==> src/rtl/wide_add_pkg.sv <==
// wide_add_pkg
//   Shared constants and elaboration helpers for the lane-sliced wide adder.
//   - ADD / SUB   : encodings of the 'sub' operation select
//   - num_stages  : pipeline depth S for a given operand and lane width
//   - cfg_ok      : true when WIDTH splits into a whole number (>= 1) of lanes
`timescale 1ns/1ps
package wide_add_pkg;

  localparam logic ADD = 1'b0;
  localparam logic SUB = 1'b1;

  function automatic int num_stages(input int width, input int lane_w);
    return (lane_w > 0) ? (width / lane_w) : 1;
  endfunction

  function automatic bit cfg_ok(input int width, input int lane_w);
    return (lane_w > 0) && ((width % lane_w) == 0) && ((width / lane_w) >= 1);
  endfunction

endpackage

==> src/rtl/wide_add_lane.sv <==
// wide_add_lane
//   One pipeline stage of the wide adder. Adds lane IDX of the two skewed
//   operand buses plus the carry from the previous stage, then registers the
//   result lane, the carry, a valid bit and the forwarded operand/result buses.
//   Ports:
//     clk, rst          : clock, synchronous active-high reset
//     advance           : global pipeline enable; all registers hold when low
//     up_valid/up_carry : valid bit and carry from the previous stage
//     up_op1/up_op2     : skewed operand buses (op2 already inverted for sub)
//     up_res            : result lanes completed by earlier stages
//     valid/carry       : registered valid bit and lane carry-out
//     op1/op2           : forwarded operand buses, consumed lanes cleared
//     res               : result bus with lane IDX filled in
`timescale 1ns/1ps
module wide_add_lane #(
  parameter int WIDTH  = 256,
  parameter int LANE_W = 64,
  parameter int IDX    = 0
) (
  input  logic             clk,
  input  logic             rst,
  input  logic             advance,
  input  logic             up_valid,
  input  logic             up_carry,
  input  logic [WIDTH-1:0] up_op1,
  input  logic [WIDTH-1:0] up_op2,
  input  logic [WIDTH-1:0] up_res,
  output logic             valid,
  output logic             carry,
  output logic [WIDTH-1:0] op1,
  output logic [WIDTH-1:0] op2,
  output logic [WIDTH-1:0] res
);

  localparam int LO = IDX * LANE_W;

  // Only lanes above this one still need to travel down the pipeline; the
  // consumed lanes are cleared so they do not need to be kept.
  localparam logic [WIDTH-1:0] UPPER_MASK = {WIDTH{1'b1}} << ((IDX + 1) * LANE_W);

  logic [LANE_W:0]  lane_sum;
  logic [WIDTH-1:0] res_next;

  assign lane_sum = {1'b0, up_op1[LO +: LANE_W]}
                  + {1'b0, up_op2[LO +: LANE_W]}
                  + {{LANE_W{1'b0}}, up_carry};

  always_comb begin
    res_next = up_res;
    res_next[LO +: LANE_W] = lane_sum[LANE_W-1:0];
  end

  always_ff @(posedge clk) begin
    if (rst) begin
      valid <= 1'b0;
      carry <= 1'b0;
      op1   <= '0;
      op2   <= '0;
      res   <= '0;
    end else if (advance) begin
      valid <= up_valid;
      carry <= lane_sum[LANE_W];
      op1   <= up_op1 & UPPER_MASK;
      op2   <= up_op2 & UPPER_MASK;
      res   <= res_next;
    end
  end

endmodule

==> src/rtl/wide_add_pipe.sv <==
// wide_add_pipe
//   Handshaked WIDTH-bit adder/subtractor built from S = WIDTH/LANE_W carry
//   pipeline stages. Beats whose en1+en2 (truncated) is not all ones are
//   consumed without producing a result and counted in drop_cnt.
//   Ports:
//     clk, rst            : clock, synchronous active-high reset
//     in_valid/in_ready   : operand handshake (in_ready = pipeline advance)
//     op1, op2, sub       : operands; sub=1 computes op1-op2
//     en1, en2            : per-beat qualifier inputs
//     out_valid/out_ready : result handshake
//     res, carry_out      : registered result and top-lane carry (1 = no borrow)
//     drop_cnt            : saturating count of filtered beats
`timescale 1ns/1ps
module wide_add_pipe
  import wide_add_pkg::*;
#(
  parameter int WIDTH  = 256,
  parameter int LANE_W = 64,
  parameter int EN_W   = 8,
  parameter int CNT_W  = 16
) (
  input  logic             clk,
  input  logic             rst,
  input  logic             in_valid,
  output logic             in_ready,
  input  logic [WIDTH-1:0] op1,
  input  logic [WIDTH-1:0] op2,
  input  logic             sub,
  input  logic [EN_W-1:0]  en1,
  input  logic [EN_W-1:0]  en2,
  output logic             out_valid,
  input  logic             out_ready,
  output logic [WIDTH-1:0] res,
  output logic             carry_out,
  output logic [CNT_W-1:0] drop_cnt
);

  localparam int S = num_stages(WIDTH, LANE_W);

  if (!cfg_ok(WIDTH, LANE_W)) begin : g_bad_cfg
    $error("wide_add_pipe: WIDTH must be a positive multiple of LANE_W");
  end

  logic            advance;
  logic            gate;
  logic [EN_W-1:0] en_sum;

  // Element k feeds stage k; element S is the output register set.
  logic             valid_bus [S+1];
  logic             carry_bus [S+1];
  logic [WIDTH-1:0] op1_bus   [S+1];
  logic [WIDTH-1:0] op2_bus   [S+1];
  logic [WIDTH-1:0] res_bus   [S+1];

  // The qualifier sum is deliberately truncated to EN_W bits before reduction.
  assign en_sum = en1 + en2;
  assign gate   = &en_sum;

  // Single global stall: everything moves only when the output slot is free
  // or being drained this cycle.
  assign advance  = !out_valid || out_ready;
  assign in_ready = advance;

  // Subtraction is op1 + ~op2 + 1; a filtered beat enters as a bubble.
  assign valid_bus[0] = in_valid && gate;
  assign carry_bus[0] = (sub == SUB);
  assign op1_bus[0]   = op1;
  assign op2_bus[0]   = (sub == SUB) ? ~op2 : op2;
  assign res_bus[0]   = '0;

  for (genvar k = 0; k < S; k++) begin : g_lane
    wide_add_lane #(
      .WIDTH  (WIDTH),
      .LANE_W (LANE_W),
      .IDX    (k)
    ) u_lane (
      .clk      (clk),
      .rst      (rst),
      .advance  (advance),
      .up_valid (valid_bus[k]),
      .up_carry (carry_bus[k]),
      .up_op1   (op1_bus[k]),
      .up_op2   (op2_bus[k]),
      .up_res   (res_bus[k]),
      .valid    (valid_bus[k+1]),
      .carry    (carry_bus[k+1]),
      .op1      (op1_bus[k+1]),
      .op2      (op2_bus[k+1]),
      .res      (res_bus[k+1])
    );
  end

  assign out_valid = valid_bus[S];
  assign carry_out = carry_bus[S];
  assign res       = res_bus[S];

  // The last stage has no operand lanes left to forward.
  logic unused_tail;
  assign unused_tail = &{1'b0, op1_bus[S], op2_bus[S]};

  // Count filtered transfers only; saturate instead of wrapping.
  always_ff @(posedge clk) begin
    if (rst) begin
      drop_cnt <= '0;
    end else if (in_valid && in_ready && !gate && (drop_cnt != '1)) begin
      drop_cnt <= drop_cnt + 1'b1;
    end
  end

endmodule

==> config.mk <==
export PLATFORM = sky130hd
export DESIGN_NAME = wide_add_pipe
export DESIGN_NICKNAME = d
export VERILOG_FILES = /design/src/rtl/wide_add_pkg.sv /design/src/rtl/wide_add_lane.sv /design/src/rtl/wide_add_pipe.sv
export SDC_FILE = /design/constraint.sdc
export NUM_CORES = 2
export LEC_CHECK = 0
export ABC_AREA = 1
export CORE_UTILIZATION = 38
export DETAILED_ROUTE_END_ITERATION = 6
export MAX_ROUTING_LAYER = met4
export PLACE_DENSITY_LB_ADDON = 0.1
export SETUP_SLACK_MARGIN = 0.15
export SLEW_MARGIN = 10
export SYNTH_ARGS = -nofsm -noshare
export SYNTH_HDL_FRONTEND = slang
export SYNTH_SLANG_ARGS = --single-unit
==> constraint.sdc <==
create_clock -name clk -period 3 [get_ports clk]
set_clock_uncertainty 0.05 [all_clocks]
set_input_delay 0.3 -clock clk [delete_from_list [all_inputs] [get_ports clk]]
set_output_delay 0.3 -clock clk [all_outputs]
set_load 0.005 [all_outputs]
* Word-level counts from Yosys, hierarchy flattened
Index checks and enable logic that the tools add are counted.
Word-level totals: flip-flop bits (word level) 1432, input port bits 533, output and inout port bits 275
Operators by class: add/sub/neg operators 10, equality and inequality tests 1, multiplexer cells 1, bitwise logic cells 1, reductions and logical operators 8
Operators by type and width (number):
- $add 64x64->65 | 4
- $add 65x1->65 | 4
- $mux 256 | 1
- $not 256->256 | 1
- $add 16x1->16 const B | 1
- $ne 16x16->1 const B | 1
- $add 8x8->8 | 1
- $reduce_and 8->1 | 1
- $logic_and 1x1->1 | 4
- $logic_not 1->1 | 2
- $logic_or 1x1->1 | 1

* Depth between registers and ports, before layout
depth in word-level cells 5, mapped depth 21, depth with buffers taken out 20

* By module
Synthesis repeated with hierarchy kept, for this count alone.
Unflattened totals: cells, all modules 15021, area total of the unflattened synthesis 99414.1 um^2
Modules (own cells, without submodules):
- wide_add_lane at g_lane[0].u_lane | instances 1, cells each 4257, area each 28901.5 um^2, seq. area each 12852.3 um^2
- wide_add_lane at g_lane[1].u_lane | instances 1, cells each 3830, area each 25497.0 um^2, seq. area each 10289.9 um^2
- wide_add_lane at g_lane[2].u_lane | instances 1, cells each 3399, area each 22053.7 um^2, seq. area each 7727.4 um^2
- wide_add_lane at g_lane[3].u_lane | instances 1, cells each 2989, area each 18940.7 um^2, seq. area each 5165.0 um^2
- wide_add_pipe | instances 1, cells each 546, area each 4021.4 um^2, seq. area each 320.3 um^2

* Worst setup path after synthesis
OpenSTA, ideal clock, no wires.
kind input to register, from input port sub, to register g_lane[0].u_lane.res[63], arrival 2.485 ns, data required time 2.833 ns, setup slack 0.348 ns, stages on the path 18, cells stage by stage buf_2 > clkbuf_1 > buf_2 > xor2_1 > ha_1 > nand2_1 > nor2_1 > inv_1 > nor2_1 > inv_1 > nor3_1 > nand2_1 > nand2_1 > nand2_1 > nand3_1 > nand2_1 > nor2_1 > nor2_1
Between the ends: longest elaborated chain between the ends 3
Ends and longest elaborated chain:
- start, declared | RTL line wide_add_pipe.sv:28 | input logic sub,
- $mux 256 | RTL line wide_add_pipe.sv:68 | assign op2_bus[0] = (sub == SUB) ? ~op2 : op2;
- $add 64x64->65 | RTL line wide_add_lane.sv:45 | + {1'b0, up_op2[LO +: LANE_W]}
- $add 65x1->65 * | RTL line wide_add_lane.sv:46 | + {{LANE_W{1'b0}}, up_carry};
- end signal, assigned | RTL line wide_add_lane.sv:65 | res <= res_next;
- end, declared | RTL line wide_add_lane.sv:32 | output logic [WIDTH-1:0] res
Mark *: on every way between the ends. The rest lies on a longest branch, timed or not. A chain may end at the register's enable or synchronous reset.

* Final worst setup path
from register g_lane[1].u_lane.op2[140], to register g_lane[2].u_lane.res[157]
Between the ends: longest elaborated chain between the ends 2
Ends and longest elaborated chain:
- start, declared | RTL line wide_add_lane.sv:31 | output logic [WIDTH-1:0] op2,
- start signal, assigned | RTL line wide_add_lane.sv:64 | op2 <= up_op2 & UPPER_MASK;
- $add 64x64->65 | RTL line wide_add_lane.sv:45
- $add 65x1->65 | RTL line wide_add_lane.sv:46
- end signal, assigned | RTL line wide_add_lane.sv:65
- end, declared | RTL line wide_add_lane.sv:32
No other way between the ends.

==> run_results.csv <==
group,metric,value,unit
final_layout,drive_gt1_share,6.08,%
final_layout,nets,12600,
worst_hold_path,hold_path_class,"input pin to register",
sta,tightest_slew,0.975,ns
sta,hold_viol_final,0,
synth,yosysWarningCount,0,
route,via_count,71200,
grt,grt_overflow,0,
synth,yosysTopAreaCell,"dfxtp_1",
synth,ys.flop_type,"dfxtp_1",
sta,setup_viol,0,
floorplan,start_util,38.3,%
synth,synth_top_area_share,39.3,%
sta,rsz0062_at_grt,"false",
worst_setup_path,cp_num_buf_inv,3,
worst_setup_path,critPathLaunchType,"register",
cts,holdBufCountCts,0,
cts,clk_path_buf_depth,3,
synth,synth_cell_types,44,
outcome,status,"finished, violations left",
worst_setup_path,cp_top_family,"simple AND/OR/NAND/NOR gates",
placed_design,numPortBuffers,807,
cts,clk_pin_slew_worst_paths,0.06,ns
route,ant_nets,0,
placed_design,dpl_worst_slack,-0.156,ns
sta,drv_slew,0,
synth,synthTopCellsByArea,"dfxtp_1 (39%), nor2_1 (12%), o21ai_0 (11%)",
grt,grtUsageTotal,29.1,%
route,dr.pass1.iters,7,
worst_setup_path,crit_arrival,3.48,ns
sta,finalWorstSetupSlack,0.214,ns
worst_setup_path,path_common_cell,"nand2_1",
synth,synthArstFlopShare,0,%
synth,synth.net_count,11700,
cts,htreeDepth,4,
route,wl,283000,um
synth,synth_most_common_cell,"nor2_1",
floorplan,core_area,0.190,mm^2
route,drt_iter0_drc,4434,
worst_setup_path,cp_slowest_stage_delay,0.42,ns
floorplan,ios,808,
flow_run,cap_viol_max_count,0,
placed_design,dp_hpwl,227000,um
route,dr_wl_met3,9930,um
placed_design,place_congestion,1.00,
cts,cts.sinks,1432,
grt,grt_pass1_wl,417000,um
grt,antenna_found_initial,11,
outcome,failed_checks,"design-rule violations",
synth,synth_edf_count,0,
cts,cts_buffers,158,
worst_setup_path,end_kind,"register",
synth,ys_seq_elements,1432,
pwr,vdd_ir_drop_max,0.000477,V
route,top_layer,"met4",
grt,grt_pass1_vias,68100,
cts,root_buffer,"clkbuf_16",
route,wl_met2,138000,um
worst_setup_path,crit_slowest_cell,"ha_1",
floorplan,dieArea,0.193,mm^2
sta,max-slew-margin-rel,34.5,%
synth,yosys-top-cells-count,"nor2_1 (2,386), nand2_1 (1,929), o21ai_0 (1,545)",
pwr,leakage,46.5,nW
worst_setup_path,cp_cell_sequence,"ha_1, nand2_1, inv_1, nand2_1, nor3_1, nand2_1, nand3_1, nand2_1, nand2_1, buf_4, xor2_1, o21bai_1, inv_1",
pwr,power.density,533,mW/mm^2
route,route.detailed.drc,2,
route,via_per_inst,4.93,
floorplan,chipWidth,440,um
worst_setup_path,cp.required,3.69,ns
synth,postSynthAreaPerCell,6.66,um^2
sta,min_period,2.79,ns
synth,ys_seq_area_share,39.3,%
synth,syn_area,0.0729,mm^2
final_layout,area_growth_syn_to_layout,25.2,%
worst_setup_path,crit_type,"register to register",
floorplan,num_rows,160,
worst_setup_path,cp_max_fo,4,
floorplan,die_h,440,um
synth,syn_inst,10900,
sta,final.period_utilization,92.9,%
grt,grt_max_degree,139,
cts,insertion_delay,0.82,ns
pwr,power,0.0486,W
route,wl_per_cell,19.6,um
sta,fmax,359,MHz
cts,cts_tree,"yes",
final_layout,num-fill-cells,19800,
route,wl_met1,124000,um
state kept, by name, summed over array words and instances, names as in the netlist:
register             cells
g_lane.u_lane.op1      384
drop_cnt                16
g_lane.u_lane.carry      4
g_lane.u_lane.op2      384
g_lane.u_lane.res      640
g_lane.u_lane.valid      4
area by class of cell:
| type | count | area [um^2] | share of cell area [%] |
|---|---|---|---|
| timing repair buffer | 1213 | 11800 | 12.9 |
| multi-input combinational | 7705 | 37400 | 41.0 |
| clock inverter | 76 | 958 | 1.05 |
| sequential | 1432 | 28700 | 31.4 |
| tap | 2511 | 3140 | 3.44 |
| clock buffer | 208 | 4350 | 4.77 |
| antenna | 4 | 10.0 | 0.0110 |
| inverter | 1295 | 4880 | 5.35 |
metal layers:
layer  up-vias  global-route usage [%]
met3       386                    2.74
met2      1515                    49.5
met4         0                    10.7
met5         -                       -
met1     33000                    35.6
li1      36300                       -
tightest hold or removal path, stage by stage:
cell             delay [ns]
clkdlybuf4s50_1        0.45
o21ai_0                0.08
nor2_1                 0.08
per-stage QoR:
stage                     cells  setup TNS (ns)  cell area (um^2)  util, %  hold WS, ns
after floorplan           10900               0             72900        -        0.380
after global placement    14200           -1.42             85700     45.0        0.407
after detailed placement  14200           -1.24             85700     45.0        0.415
after CTS                 14400               0             91100     47.9       0.0124
after global routing      14400               0             91200     47.9       0.0352
final                     14400               0             91200     47.9       0.0623
where the power goes:
part | switching, W | leakage (nW) | internal, W
sequential | 0.000848 | 11.8 | 0.0203
clock | 0.00848 | 2.59 | 0.0115
combinational | 0.00435 | 32.1 | 0.00317
kinds of logic (layout without fill, tap and decap cells):
logic type               after synthesis  in the layout  synth area share [%]
flip-flops                          1432           1432                  39.3
AND/OR/NAND/NOR                     4779           4779                  25.6
buffers and inverters               1800           2792                  9.48
XOR/XNOR                             382            382                  4.59
other                                  0              4                     0
AO/OA/AOI/OAI                       2276           2276                  16.3
adder cells (fa/ha/maj)              268            268                  4.68
path summary, 6_finish.rpt:
path | start | to | slack (ns) | cells past startpoint
setup / recovery | g_lane[1].u_lane.op2[140] | g_lane[2].u_lane.res[157] | 0.21 | 13
hold reg to reg | g_lane[2].u_lane.valid | g_lane[2].u_lane.valid | 0.42 | 2
setup reg to reg | g_lane[1].u_lane.op2[140] | g_lane[2].u_lane.res[157] | 0.21 | 13
hold / removal | op1[136] | g_lane[0].u_lane.op1[136] | 0.06 | 3
layout by cell type, fill, tap and decap left out, types with 13 or more instances in the layout:
master           instances
a21oi_1                534
clkbuf_1                30
a31oi_1                 14
nand3_1                321
nand2_1               1915
buf_4                  356
o21ai_0               1545
ha_1                   259
clkinv_2                28
clkdlybuf4s50_1        806
inv_1                 1292
nand2_2                 16
o21bai_1               145
dfxtp_1               1432
xnor2_1                211
bufinv_16               13
buf_12                  49
nand3_2                 15
nor3_1                  66
nand4_1                 28
xor2_1                 170
nor2_1                2386
clkbuf_8                19
clkbuf_16              159
repair_timing:
action	4_1_cts	5_1_grt
setup endpoints to repair	31	67
cloned	0	0
setup buffers	1	1
pin swaps	1	3
resized for setup	18	23
endpoints found under the hold margin	0	0
No activity file was read; power rests on OpenSTA's default activity.
